===== src/rtl/updown_counter_mod.sv =====
// Parametrised up/down counter with programmable modulus, wrap/saturate modes, registered
// terminal-count pulse and zero flag. Optional sticky overflow flag under `UDC_OVF_FLAG_EN.
module updown_counter_mod #(
  parameter int WIDTH   = 4,
  parameter int MAX_VAL = 9
) (
  input  logic             clk,
  input  logic             rst,
  input  logic [WIDTH-1:0] data_in,
  input  logic             ld_cnt,
  input  logic             updn_cnt,
  input  logic             count_enb,
  input  logic             sat_mode,
  input  logic             ovf_clr,
  output logic [WIDTH-1:0] data_out,
  output logic             tc,
  output logic             zero,
  output logic             ovf_flag
);

  localparam logic [WIDTH-1:0] C_MAX = WIDTH'(MAX_VAL);

  logic [WIDTH-1:0] r_count;
  logic             r_tc;
  logic [WIDTH-1:0] w_count_nxt;
  logic             w_at_max;
  logic             w_at_zero;
  logic             w_boundary;

  assign w_at_max   = (r_count == C_MAX);
  assign w_at_zero  = (r_count == '0);
  // A boundary event is a requested step that would leave the [0, MAX_VAL] range.
  assign w_boundary = !ld_cnt && count_enb && (updn_cnt ? w_at_max : w_at_zero);

  // Next-state never exceeds MAX_VAL: increments only happen below MAX_VAL and
  // out-of-range loads are clipped before reaching the register.
  always_comb begin
    w_count_nxt = r_count;
    if (ld_cnt) begin
      w_count_nxt = (data_in > C_MAX) ? C_MAX : data_in;
    end else if (count_enb) begin
      if (updn_cnt) begin
        if (w_at_max) w_count_nxt = sat_mode ? C_MAX : '0;
        else          w_count_nxt = r_count + 1'b1;
      end else begin
        if (w_at_zero) w_count_nxt = sat_mode ? '0 : C_MAX;
        else           w_count_nxt = r_count - 1'b1;
      end
    end
  end

  always_ff @(posedge clk or posedge rst) begin
    if (rst) begin
      r_count <= '0;
      r_tc    <= 1'b0;
    end else begin
      r_count <= w_count_nxt;
      r_tc    <= w_boundary;
    end
  end

  assign data_out = r_count;
  assign tc       = r_tc;
  assign zero     = (r_count == '0);

`ifdef UDC_OVF_FLAG_EN
  logic r_ovf;

  // Clear wins over a same-cycle boundary event; loads leave the flag alone.
  always_ff @(posedge clk or posedge rst) begin
    if (rst)             r_ovf <= 1'b0;
    else if (ovf_clr)    r_ovf <= 1'b0;
    else if (w_boundary) r_ovf <= 1'b1;
  end

  assign ovf_flag = r_ovf;
`else
  logic w_unused_ovf_clr;

  assign w_unused_ovf_clr = ovf_clr;
  assign ovf_flag         = 1'b0;
`endif

endmodule


===== config.mk =====
export PLATFORM = sky130hd
export DESIGN_NAME = updown_counter_mod
export DESIGN_NICKNAME = d
export VERILOG_FILES = /design/src/rtl/updown_counter_mod.sv
export SDC_FILE = /design/constraint.sdc
export NUM_CORES = 1
export LEC_CHECK = 0
export BUFFER_PORTS_ARGS = -buffer_cell sky130_fd_sc_hd__buf_4
export CORE_AREA = 4 4 41 43
export DETAILED_ROUTE_END_ITERATION = 16
export DIE_AREA = 0 0 45 47
export PLACE_DENSITY = 0.69
export RECOVER_POWER = 50
export SYNTH_ARGS = -nofsm -noshare
export SYNTH_HDL_FRONTEND = slang
export SYNTH_SLANG_ARGS = --single-unit

===== constraint.sdc =====
create_clock -name clk -period 1.5 [get_ports clk]
set_input_delay 0.075 -clock clk [delete_from_list [all_inputs] [get_ports clk]]
set_output_delay 0.075 -clock clk [all_outputs]
set_load 0.02 [all_outputs]

==> out/qor.csv <==
metric,value,unit
synth_cell_type_count,37,
ant_nets,0,
period_needed,1.42,ns
synth_nets,69,
rrSetupSlack,0.10,ns
highest_layer,met4,
r2r-start,data_out[1]$_DFFE_PP0P_,
hold_viol,0,
wl_per_cell,13.0,um
intPower,0.342,mW
antenna_found_initial,0,
clock_sinks,5,
hold_class,input pin to flip-flop,
setup_violations,0,
ir_worst_vdd,0.737,mV
route.met3.wl,61,um
p_sw_frac,0.359,
clockBufferDepth,2,
hp-start,data_in[3],
ys_seq_area_frac,0.270,
numCtsBuffers,3,
fmax,706,MHz
rsz0062_at_grt,no,
cp-end-kind,output pin,
coreArea,0.00130,sq mm
cap_violations,0,
power_switching,0.191,mW
die_x,45,um
cpPeakStageDelay,0.46,ns
wl_met2,603,um
grt.total_usage,0.133,
p_clk_frac,0.308,
die_area,0.00212,sq mm
fin_crit_sh,0.945,
synth-seq-cells,5,
p_leak,0.268,nW
first_iter_violations,12,
final-max-slew-violation-count,0,
grt_pass1_wl,1930,um
dr.pass1.iters,4,
vias,495,
drt_wl_total,1160,um
cp_slowest_cell,dfrtp_1,
tns,0,ns
grt_overflow,0,
p_comb_frac,0.348,
drc,0,
final_common_cell,buf_4,
dieHeight,47,um
syn_inst,58,
port_buffers,15,
synth_area,463,sq um
area.growth.synth_to_final,28.1,%
cts_setup_buffers,0,
fin_nets,86,
synth_warnings,0,
power_density,899,mW/mm^2
cp.arrival,1.34,ns
cts_tree,yes,
cts_max_level,1,
status,completed,
final_util,0.456,
row_count,13,
wirelength_met1,432,um
grt_pass1_vias,444,
critPathLaunchType,flip-flop,
critPathMaxFanout,7,
globalplace.congestion,0.862,
syn_area_per_cell,7.98,sq um
power.share.sequential,0.343,
cts_root_buf,clkbuf_4,
final_cell_mix,"buf_4 (15), inv_1 (5), clkbuf_4 (4), dfrtp_1 (4)",
clk_pin_slew_worst_paths,0.05,ns
num_antenna_cells,0,
path_cells,"or2_4, nor3_1, buf_4",
critPathKind,flip-flop to output pin,
cp-startpoint,data_out[1]$_DFFE_PP0P_,
drive_gt1_frac,0.351,
fin_skew,0.0141,ns
ios,18,
clock_latency,0.26,ns
grt_max_degree,12,
start_util,0.356,
required,1.42,ns
drt-vias-per-instance,5.56,
==> final timing paths <==
kind	to	cells after the start
setup reg to reg	data_out[0]$_DFFE_PP0P_	4
min in group asynchronous	data_out[3]$_DFFE_PP0P_	3
max in group asynchronous	data_out[2]$_DFFE_PP0P_	3
setup / recovery	zero	3
hold reg to reg	tc$_DFF_PP0_	2
hold / removal	data_out[3]$_DFFE_PP0P_	3
==> layer usage <==
metal / global-route usage / up-vias
li1: - / 240
met5: 0 / -
met2: 0.223 / 25
met1: 0.129 / 224
met3: 0.0345 / 6
met4: 0.140 / 0
==> power by group through the flow <==
| stage | Sequential [mW] | Clock [mW] | Combinational (mW) |
|---|---|---|---|
| global route | 0.185 | 0.183 | 0.204 |
| CTS | 0.182 | 0.170 | 0.187 |
| global placement | 0.184 | 0 | 0.182 |
| finish | 0.183 | 0.164 | 0.186 |
| detailed placement | 0.184 | 0 | 0.183 |
| floorplan | 0.175 | 0 | 0.138 |
==> cell type report <==
| class | instances | area (sq um) |
|---|---|---|
| Inverter | 6 | 22.5 |
| Sequential cell | 5 | 126 |
| Timing Repair Buffer | 18 | 134 |
| Fill cell | 135 | 708 |
| Tap cell | 15 | 18.8 |
| Multi-Input combinational cell | 41 | 265 |
| Clock buffer | 4 | 26.3 |
==> cell families after synthesis <==
family	Yosys count	synth area share
DFF	5	0.270
other	1	0.00810
AOI/OAI and AO/OA	21	0.319
buffers and inverters	12	0.157
and+or+nand+nor	18	0.227
xor gates and xnor gates	1	0.0189
==> Yosys cell counts (all sizes together) <==
| cell | number | area [sq um] |
|---|---|---|
| a41o | 1 | 10.0 |
| xnor2 | 1 | 8.76 |
| a2111oi | 1 | 10.0 |
| a21oi | 3 | 15.0 |
| conb | 1 | 3.75 |
| nand2 | 2 | 7.51 |
| and3 | 1 | 6.26 |
| dfrtp | 5 | 125 |
| o22ai | 1 | 6.26 |
| a211o | 1 | 8.76 |
| nor4 | 1 | 6.26 |
| nor2b | 1 | 6.26 |
| a311oi | 1 | 8.76 |
| buf | 5 | 45.0 |
| nand3 | 2 | 10.0 |
| nand2b | 1 | 6.26 |
| a31oi | 1 | 6.26 |
| nand3b | 1 | 7.51 |
| o31ai | 1 | 7.51 |
| o41ai | 1 | 8.76 |
| clkbuf | 1 | 5.00 |
| o211ai | 1 | 7.51 |
| nor2 | 4 | 20.0 |
| a32oi | 1 | 8.76 |
| inv | 6 | 22.5 |
| or2 | 1 | 8.76 |
| and2 | 1 | 7.51 |
| a22oi | 2 | 20.0 |
| and3b | 1 | 8.76 |
| nor3 | 2 | 10.0 |
| o21ai | 6 | 30.0 |
==> sequential cells by signal, indices dropped and copies added, names as in the netlist <==
name,count
data_out,4
tc,1
==> metrics by stage <==
stage	std cells	setup slack [ns]	power, mW	area, sq um	hold WS (ns)
floorplan	58	0.107	0.313	463	-0.146
global placement	84	0.0821	0.366	559	-0.0191
detailed placement	84	0.0542	0.367	559	-0.0142
CTS	89	0.0443	0.539	596	0.0479
global route	89	0.00510	0.573	593	0.0546
finish	89	0.0827	0.533	593	0.0549
==> worst max-delay path: cells and delay by family (launching register included) <==
| kind | cells | cell delay (ns) |
|---|---|---|
| DFF | 1 | 0.46 |
| buffers and inverters | 1 | 0.17 |
| and+or+nand+nor | 2 | 0.45 |
==> repair_timing <==
action	in CTS	in global routing
setup endpoints to repair	0	3
hold buffers	1	0
gates resized for setup	0	1
hold endpoints to repair	5	0
Note: power is estimated with default switching activity, not from simulation.
